### src/rtl/axi_sub_pkg.sv
// Shared encodings for the AXI write subordinate: burst types, responses, FSM states.
package axi_sub_pkg;

  typedef enum logic [1:0] {
    BURST_FIXED = 2'b00,
    BURST_INCR  = 2'b01,
    BURST_WRAP  = 2'b10,
    BURST_RSVD  = 2'b11
  } burst_e;

  typedef enum logic [1:0] {
    RESP_OKAY   = 2'b00,
    RESP_EXOKAY = 2'b01,
    RESP_SLVERR = 2'b10,
    RESP_DECERR = 2'b11
  } resp_e;

  typedef enum logic [1:0] {
    IDLE = 2'b00,
    DATA = 2'b01,
    RESP = 2'b10
  } state_e;

endpackage

### src/rtl/axi_wr_subordinate_if.sv
// AXI write-channel bundle (AW, W, B) between a write master and the subordinate.
interface axi_wr_subordinate_if #(
  parameter int ADDR_WIDTH = 32,
  parameter int DATA_WIDTH = 64,
  parameter int ID_WIDTH   = 3
);

  logic                      awvalid;
  logic                      awready;
  logic [ID_WIDTH-1:0]       awid;
  logic [ADDR_WIDTH-1:0]     awaddr;
  logic [7:0]                awlen;
  logic [2:0]                awsize;
  logic [1:0]                awburst;

  logic                      wvalid;
  logic                      wready;
  logic [DATA_WIDTH-1:0]     wdata;
  logic [DATA_WIDTH/8-1:0]   wstrb;
  logic                      wlast;

  logic                      bvalid;
  logic                      bready;
  logic [ID_WIDTH-1:0]       bid;
  logic [1:0]                bresp;

  modport master (
    output awvalid, awid, awaddr, awlen, awsize, awburst,
    output wvalid, wdata, wstrb, wlast,
    output bready,
    input  awready, wready, bvalid, bid, bresp
  );

  modport slave (
    input  awvalid, awid, awaddr, awlen, awsize, awburst,
    input  wvalid, wdata, wstrb, wlast,
    input  bready,
    output awready, wready, bvalid, bid, bresp
  );

endinterface

### src/rtl/axi_sync_fifo.sv
// Synchronous FIFO, registered storage, data visible at o_dat while not empty.
// Push is refused only when full with no simultaneous pop; pop of an empty FIFO is ignored.
module axi_sync_fifo #(
  parameter int WIDTH = 8,
  parameter int DEPTH = 8
) (
  input  logic             clk,
  input  logic             rst_n,
  input  logic             i_push,
  input  logic [WIDTH-1:0] i_dat,
  input  logic             i_pop,
  output logic [WIDTH-1:0] o_dat,
  output logic             o_full,
  output logic             o_empty
);

  localparam int AW = $clog2(DEPTH);

  logic [AW:0]      r_wptr;
  logic [AW:0]      r_rptr;
  logic [WIDTH-1:0] r_mem [DEPTH];
  logic             w_do_push;
  logic             w_do_pop;

  assign o_empty   = (r_wptr == r_rptr);
  assign o_full    = (r_wptr[AW] != r_rptr[AW]) && (r_wptr[AW-1:0] == r_rptr[AW-1:0]);
  assign w_do_pop  = i_pop & ~o_empty;
  assign w_do_push = i_push & (~o_full | w_do_pop);
  assign o_dat     = r_mem[r_rptr[AW-1:0]];

  always_ff @(posedge clk or negedge rst_n) begin
    if (!rst_n) begin
      r_wptr <= '0;
      r_rptr <= '0;
    end else begin
      if (w_do_push) r_wptr <= r_wptr + 1'b1;
      if (w_do_pop)  r_rptr <= r_rptr + 1'b1;
    end
  end

  // Storage is not reset; the pointers alone define what is valid.
  always_ff @(posedge clk) begin
    if (w_do_push) r_mem[r_wptr[AW-1:0]] <= i_dat;
  end

endmodule

### src/rtl/axi_wr_subordinate.sv
// AXI write subordinate with early-write-data buffer and word memory; one outstanding write,
// AW-to-bvalid len+2 cycles with data buffered; W stalls only when the buffer is full.
module axi_wr_subordinate
  import axi_sub_pkg::*;
#(
  parameter int ADDR_WIDTH = 32,
  parameter int DATA_WIDTH = 64,
  parameter int ID_WIDTH   = 3,
  parameter int WDEPTH     = 8,
  parameter int MEM_WORDS  = 16
) (
  input  logic                          aclk,
  input  logic                          aresetn,
  axi_wr_subordinate_if.slave           s_axi,
  input  logic [$clog2(MEM_WORDS)-1:0]  dbg_idx,
  output logic [DATA_WIDTH-1:0]         dbg_data
);

  localparam int STRB_W = DATA_WIDTH / 8;
  localparam int LG     = $clog2(STRB_W);
  localparam int IDX_W  = $clog2(MEM_WORDS);
  localparam int FW     = DATA_WIDTH + STRB_W + 1;
  localparam logic [2:0] MAX_SIZE = 3'(LG);

  state_e                r_state;
  state_e                w_state_nxt;
  logic [ID_WIDTH-1:0]   r_id;
  logic [ADDR_WIDTH-1:0] r_addr;
  logic [ADDR_WIDTH-1:0] r_wrap_mask;
  logic [7:0]            r_len;
  logic [7:0]            r_beat;
  logic [2:0]            r_size;
  burst_e                r_burst;
  logic                  r_err;
  logic [DATA_WIDTH-1:0] r_mem [MEM_WORDS];

  logic                  w_awready;
  logic                  w_bvalid;
  logic                  w_aw_hs;
  logic                  w_push;
  logic                  w_pop;
  logic                  w_full;
  logic                  w_empty;
  logic [FW-1:0]         w_fifo_in;
  logic [FW-1:0]         w_fifo_out;
  logic [DATA_WIDTH-1:0] w_bdata;
  logic [STRB_W-1:0]     w_bstrb;
  logic                  w_blast;
  logic                  w_last_beat;
  logic                  w_in_range;
  logic [ADDR_WIDTH-1:0] w_aw_mask;
  logic [ADDR_WIDTH-1:0] w_step;
  logic [ADDR_WIDTH-1:0] w_word;
  logic [ADDR_WIDTH-1:0] w_addr_nxt;
  logic [IDX_W-1:0]      w_widx;

  // W buffer: accepts data regardless of AW state, so masters may send data first.
  assign w_push    = s_axi.wvalid & s_axi.wready;
  assign w_fifo_in = {s_axi.wdata, s_axi.wstrb, s_axi.wlast};
  assign {w_bdata, w_bstrb, w_blast} = w_fifo_out;

  axi_sync_fifo #(
    .WIDTH (FW),
    .DEPTH (WDEPTH)
  ) u_wbuf (
    .clk     (aclk),
    .rst_n   (aresetn),
    .i_push  (w_push),
    .i_dat   (w_fifo_in),
    .i_pop   (w_pop),
    .o_dat   (w_fifo_out),
    .o_full  (w_full),
    .o_empty (w_empty)
  );

  assign s_axi.wready  = aresetn & ~w_full;
  assign s_axi.awready = aresetn & w_awready;
  assign s_axi.bvalid  = w_bvalid;
  assign s_axi.bid     = r_id;
  assign s_axi.bresp   = r_err ? RESP_SLVERR : RESP_OKAY;
  assign w_aw_hs       = s_axi.awvalid & s_axi.awready;

  always_ff @(posedge aclk or negedge aresetn) begin
    if (!aresetn) r_state <= IDLE;
    else          r_state <= w_state_nxt;
  end

  always_comb begin
    w_state_nxt = r_state;
    w_awready   = 1'b0;
    w_bvalid    = 1'b0;
    w_pop       = 1'b0;
    unique case (r_state)
      IDLE: begin
        w_awready = 1'b1;
        if (s_axi.awvalid) w_state_nxt = DATA;
      end
      DATA: begin
        w_pop = ~w_empty;
        if (!w_empty && w_last_beat) w_state_nxt = RESP;
      end
      RESP: begin
        w_bvalid = 1'b1;
        if (s_axi.bready) w_state_nxt = IDLE;
      end
      default: w_state_nxt = IDLE;
    endcase
  end

  // Wrap region is (len+1) transfers of 2^size bytes, aligned to its own size.
  assign w_aw_mask   = ((ADDR_WIDTH'(s_axi.awlen) + ADDR_WIDTH'(1)) << s_axi.awsize) - ADDR_WIDTH'(1);
  assign w_step      = ADDR_WIDTH'(1) << r_size;
  assign w_word      = r_addr >> LG;
  assign w_in_range  = (w_word < ADDR_WIDTH'(MEM_WORDS));
  assign w_widx      = w_word[IDX_W-1:0];
  assign w_last_beat = (r_beat == r_len);

  always_comb begin
    w_addr_nxt = r_addr + w_step;
    case (r_burst)
      BURST_FIXED: w_addr_nxt = r_addr;
      BURST_WRAP:  w_addr_nxt = (r_addr & ~r_wrap_mask) | ((r_addr + w_step) & r_wrap_mask);
      default:     w_addr_nxt = r_addr + w_step;
    endcase
  end

  always_ff @(posedge aclk or negedge aresetn) begin
    if (!aresetn) begin
      r_id        <= '0;
      r_addr      <= '0;
      r_wrap_mask <= '0;
      r_len       <= '0;
      r_beat      <= '0;
      r_size      <= '0;
      r_burst     <= BURST_INCR;
      r_err       <= 1'b0;
    end else if (w_aw_hs) begin
      r_id        <= s_axi.awid;
      r_addr      <= s_axi.awaddr;
      r_wrap_mask <= w_aw_mask;
      r_len       <= s_axi.awlen;
      r_beat      <= '0;
      r_size      <= s_axi.awsize;
      r_burst     <= burst_e'(s_axi.awburst);
      r_err       <= (s_axi.awsize > MAX_SIZE) || (s_axi.awburst == BURST_RSVD);
    end else if (w_pop) begin
      r_addr <= w_addr_nxt;
      r_beat <= r_beat + 8'd1;
      // The beat count still ends the burst; a misplaced wlast only poisons the response.
      if (!w_in_range || (w_blast != w_last_beat)) r_err <= 1'b1;
    end
  end

  always_ff @(posedge aclk) begin
    if (w_pop && w_in_range) begin
      for (int b = 0; b < STRB_W; b++) begin
        if (w_bstrb[b]) r_mem[w_widx][8*b +: 8] <= w_bdata[8*b +: 8];
      end
    end
  end

  assign dbg_data = r_mem[dbg_idx];

endmodule

### src/flat_wrapper.sv
// flat-port wrapper written by rule: the top's interface ports become plain ports
module axi_wr_subordinate_flat import axi_sub_pkg::*;
#(
  parameter int ADDR_WIDTH = 32,
  parameter int DATA_WIDTH = 64,
  parameter int ID_WIDTH   = 3,
  parameter int WDEPTH     = 8,
  parameter int MEM_WORDS  = 16
)
  (aclk, aresetn, dbg_idx, dbg_data, s_axi_awvalid, s_axi_awid, s_axi_awaddr, s_axi_awlen, s_axi_awsize, s_axi_awburst, s_axi_wvalid, s_axi_wdata, s_axi_wstrb, s_axi_wlast, s_axi_bready, s_axi_awready, s_axi_wready, s_axi_bvalid, s_axi_bid, s_axi_bresp);
  axi_wr_subordinate_if #(.ADDR_WIDTH(ADDR_WIDTH), .DATA_WIDTH(DATA_WIDTH), .ID_WIDTH(ID_WIDTH)) s_axi_i ();
  input  logic aclk;
  input  logic aresetn;
  input  logic [$clog2(MEM_WORDS)-1:0] dbg_idx;
  output logic [DATA_WIDTH-1:0] dbg_data;
  input wire logic [$bits(s_axi_i.awvalid)-1:0] s_axi_awvalid;
  input wire logic [$bits(s_axi_i.awid)-1:0] s_axi_awid;
  input wire logic [$bits(s_axi_i.awaddr)-1:0] s_axi_awaddr;
  input wire logic [$bits(s_axi_i.awlen)-1:0] s_axi_awlen;
  input wire logic [$bits(s_axi_i.awsize)-1:0] s_axi_awsize;
  input wire logic [$bits(s_axi_i.awburst)-1:0] s_axi_awburst;
  input wire logic [$bits(s_axi_i.wvalid)-1:0] s_axi_wvalid;
  input wire logic [$bits(s_axi_i.wdata)-1:0] s_axi_wdata;
  input wire logic [$bits(s_axi_i.wstrb)-1:0] s_axi_wstrb;
  input wire logic [$bits(s_axi_i.wlast)-1:0] s_axi_wlast;
  input wire logic [$bits(s_axi_i.bready)-1:0] s_axi_bready;
  output wire logic [$bits(s_axi_i.awready)-1:0] s_axi_awready;
  output wire logic [$bits(s_axi_i.wready)-1:0] s_axi_wready;
  output wire logic [$bits(s_axi_i.bvalid)-1:0] s_axi_bvalid;
  output wire logic [$bits(s_axi_i.bid)-1:0] s_axi_bid;
  output wire logic [$bits(s_axi_i.bresp)-1:0] s_axi_bresp;
  assign s_axi_i.awvalid = s_axi_awvalid;
  assign s_axi_i.awid = s_axi_awid;
  assign s_axi_i.awaddr = s_axi_awaddr;
  assign s_axi_i.awlen = s_axi_awlen;
  assign s_axi_i.awsize = s_axi_awsize;
  assign s_axi_i.awburst = s_axi_awburst;
  assign s_axi_i.wvalid = s_axi_wvalid;
  assign s_axi_i.wdata = s_axi_wdata;
  assign s_axi_i.wstrb = s_axi_wstrb;
  assign s_axi_i.wlast = s_axi_wlast;
  assign s_axi_i.bready = s_axi_bready;
  assign s_axi_awready = s_axi_i.awready;
  assign s_axi_wready = s_axi_i.wready;
  assign s_axi_bvalid = s_axi_i.bvalid;
  assign s_axi_bid = s_axi_i.bid;
  assign s_axi_bresp = s_axi_i.bresp;
  axi_wr_subordinate #(.ADDR_WIDTH(ADDR_WIDTH), .DATA_WIDTH(DATA_WIDTH), .ID_WIDTH(ID_WIDTH), .WDEPTH(WDEPTH), .MEM_WORDS(MEM_WORDS)) u_core (.aclk(aclk), .aresetn(aresetn), .s_axi(s_axi_i), .dbg_idx(dbg_idx), .dbg_data(dbg_data));
endmodule
### config.mk
export PLATFORM = sky130hd
export DESIGN_NAME = axi_wr_subordinate_flat
export DESIGN_NICKNAME = d
export VERILOG_FILES = /design/src/rtl/axi_sub_pkg.sv /design/src/rtl/axi_wr_subordinate_if.sv /design/src/rtl/axi_sync_fifo.sv /design/src/rtl/axi_wr_subordinate.sv /design/src/flat_wrapper.sv
export SDC_FILE = /design/constraint.sdc
export NUM_CORES = 2
export LEC_CHECK = 0
export BUFFER_PORTS_ARGS = -buffer_cell sky130_fd_sc_hd__buf_2
export CORE_ASPECT_RATIO = 0.5
export CORE_UTILIZATION = 30
export DETAILED_ROUTE_END_ITERATION = 6
export SYNTH_ARGS = -nofsm -noshare
export SYNTH_HDL_FRONTEND = slang
export SYNTH_SLANG_ARGS = --single-unit
### constraint.sdc
create_clock -name aclk -period 20.3 [get_ports aclk]
set_clock_uncertainty 0.2 [all_clocks]
set_input_delay 1.015 -clock aclk [delete_from_list [all_inputs] [get_ports aclk]]
set_output_delay 1.015 -clock aclk [all_outputs]
set_load 0.005 [all_outputs]
==> flow_summary.toml <==
[finish]
synthToLayoutAreaGrowth_pct = 13.9
ff_latch_area_mm2 = 0.0508
drive_gt1_frac = 0.287
final_cell_mix = "edfxtp_1, mux4_2, buf_2"
num-nets-final = 3554
n_fill_cell = 20368
mostFrequentLayoutCell = "edfxtp_1"
multi_input_comb_area_mm2 = 0.0156
fin_cells = 6509

[synthesis]
yosys_warnings = 0
syn_avg_cell_area_um2 = 21.0
synth_top_area_frac = 0.721
seq_area_frac_synth = 0.758
syn-num-nets = 3332
yosysTopAreaCell = "edfxtp_1"
ys_ff_latch = 1706
ys_types = 74
synthTopCellsByArea = "edfxtp_1, mux4_2, dfrtp_1"
syn-instance-count = 3187
async_flop_share = 0.0574
syn_area_mm2 = 0.0670
synth_edf_count = 1608
synthFlopType = "edfxtp_1"

[worst_setup_path]
cp.depth = 5
path_buf_inv = 3
worstSetupPathType = "in -> out"
cp_slowest_cell = "buf_4"
slowest_delay_ns = 0.90
cp_cell_sequence = "buf_8 -> buf_4 -> mux4_2 -> mux4_2 -> buf_2"
crit_top_cell = "mux4_2"
crit_required_ns = 19.09
rr_worst_depth = 6
crit_path_end_kind = "output pin"
cp_max_fo = 77
cp_top_family = "buffers and inverters"
startpoint_type = "input pin"
worstPathArrival_ns = 4.10

[cts]
insertion_delay_ns = 0.79
cts_buffers = 159
cts_resized = 0
root_buffer = "clkbuf_16"
htree_levels = 4
clock_sinks = 1706
cts_tree = "built"
cts_setup_buffers = 0
hold_buffers = 1
clk_pin_slew_ns = 0.06
cts_buffer_depth = 3

[timing]
tightest_slew_ns = 1.25
timing.setup.tns_ns = 0
finalMaxSlewViolations = 0
rsz0062_at_grt = "false"
finalCriticalPeriod_ns = 5.32
hold_violations = 0
max-slew-margin-rel = 0.161
fmax_mhz = 188
setup_violations = 0
whs_ns = 0.239
period_share = 0.262

[die]
die_height_um = 336
die_x_um = 670
pin_count = 202
core-area_mm2 = 0.221
initial_core_util = 0.302
dieArea_mm2 = 0.225
row_count = 122

[route]
dr_total_vias = 31921
wire_per_inst_um = 24.0
vias_per_cell = 4.90
firstDrtPassIters = 6
drt_iter0_drc = 3273
ant_nets = 0
drcViolationCount = 0
routed_wl_mm = 156

[placed_design]
hpwl_mm = 96.5
portBuffers = 200
place.gp.congestion = 0.785
dp.cells = 6223

[global_routing]
grt_pass1_vias = 32788
grtUsageTotal = 0.137
antenna_found_initial = 36
grt.overflow.total = 0
grt_first_pass_wirelength_mm = 227
grt_start_max_net_pins = 160

[power]
power_leakage_nw = 23.9
finalPower_mw = 9.49
ir_drop_uv = 98.8
cellPowerDensity_mw_per_mm2 = 124

[run]
drv_cap = 0

[min_path]
min-delay-path-class = "in -> reg"
hold_depth = 3

[status]
status = "finished clean"
==> power by group <==
group          total, mW  internal [mW]  switching (mW)
clock network       2.86           1.55            1.31
logic               1.91          0.631            1.28
registers           4.72           4.56           0.160
==> worst reg2reg max path, stage by stage, from the launching register on <==
cell	delay, ns
dfrtp_4	0.67
buf_4	0.81
buf_4	0.91
mux4_2	0.46
mux2_2	0.21
nand2_1	0.42
nor2_1	1.04
==> flip-flops by register name, summed over array words and instances, names as in the netlist, 3 cells and up, named ones only <==
| name | cells |
|---|---|
| u_core.u_wbuf.r_mem | 584 |
| u_core.r_len | 8 |
| u_core.u_wbuf.r_wptr | 4 |
| u_core.r_mem | 1024 |
| u_core.u_wbuf.r_rptr | 4 |
| u_core.r_beat | 8 |
| u_core.r_wrap_mask | 31 |
| u_core.s_axi.bid | 3 |
| u_core.r_size | 3 |
==> metrics by stage <==
stage / util / worst slack, ns / instance area (um2)
after floorplan: - / 12.98 / 67000
after global placement: 0.322 / 14.89 / 71400
after detailed placement: 0.322 / 14.85 / 71400
after CTS: 0.345 / 14.84 / 76300
after global routing: 0.345 / 14.69 / 76300
final: 0.345 / 14.98 / 76300
==> synth_stat cells (3+ instances only) <==
cell	instances
and2_1	5
inv_1	12
nor3_1	14
or4_1	4
nand3_2	4
buf_6	3
nand2b_1	9
a211oi_1	5
and4_1	3
and3b_1	4
o2111ai_1	8
o211ai_1	10
or3_1	5
xnor2_1	27
nor4_1	8
a311oi_1	3
o22a_1	4
xor2_1	22
mux4_2	466
buf_4	5
buf_1	50
buf_2	18
a21oi_1	48
mux2i_1	6
o21bai_1	3
o22ai_1	6
a21o_1	7
and3_1	14
clkbuf_1	95
mux2_2	72
nor3b_1	5
edfxtp_1	1608
o21a_1	5
a31oi_1	11
o21ai_0	49
nand3_1	28
nor2b_1	7
nand4_1	15
nand2_1	168
nor2_1	198
dfrtp_1	97
ha_1	14
==> cell type report <==
class | count | share of cell area
clock buffer | 196 | 0.0544
clock inverter | 88 | 0.0106
multi-input combinational | 1298 | 0.204
tap | 2976 | 0.0488
inverter | 12 | 0.000590
antenna | 1 | 0.0000328
sequential | 1706 | 0.665
timing repair buffer | 232 | 0.0168
==> metal layers <==
layer | vias up | part of all wire | GRT usage | routed length [um]
met1 | 17068 | 0.42 | 0.179 | 65200
met4 | 6 | 0.023 | 0.0352 | 3620
met5 | - | 0.00020 | 0 | 32
met2 | 981 | 0.50 | 0.236 | 78600
li1 | 13607 | - | - | -
met3 | 259 | 0.056 | 0.0235 | 8710
==> cell families (layout without fill, tap and decap cells) <==
kind of cell,count (synthesis),count (layout),share of synthesized area
compound gates,190,190,0.0191
xor+xnor,49,49,0.00641
fa+ha+maj,15,15,0.00291
buf+inv,183,528,0.0112
flops,1706,1706,0.758
mux,545,545,0.170
other cells,1,2,0.0000560
simple gates,498,498,0.0330
==> path summary, 6_finish.rpt <==
| check | start | end | slack (ns) |
|---|---|---|---|
| max | dbg_idx[0] | dbg_data[49] | 14.98 |
| min | s_axi_awid[0] | u_core.s_axi.bid[0]$_DFFE_PN0P_ | 0.24 |
| max reg2reg | u_core.u_wbuf.r_rptr[1]$_DFFE_PN0P_ | u_core.r_mem[15][31]$_DFFE_PP_ | 15.20 |
| min reg2reg | u_core.r_wrap_mask[29]$_DFFE_PN0P_ | u_core.r_wrap_mask[29]$_DFFE_PN0P_ | 0.27 |
| max in group asynchronous | aresetn | u_core.s_axi.bid[2]$_DFFE_PN0P_ | 18.09 |
| min in group asynchronous | aresetn | u_core.u_wbuf.r_wptr[3]$_DFFE_PN0P_ | 0.50 |
Note: power is estimated with default switching activity, not from simulation.
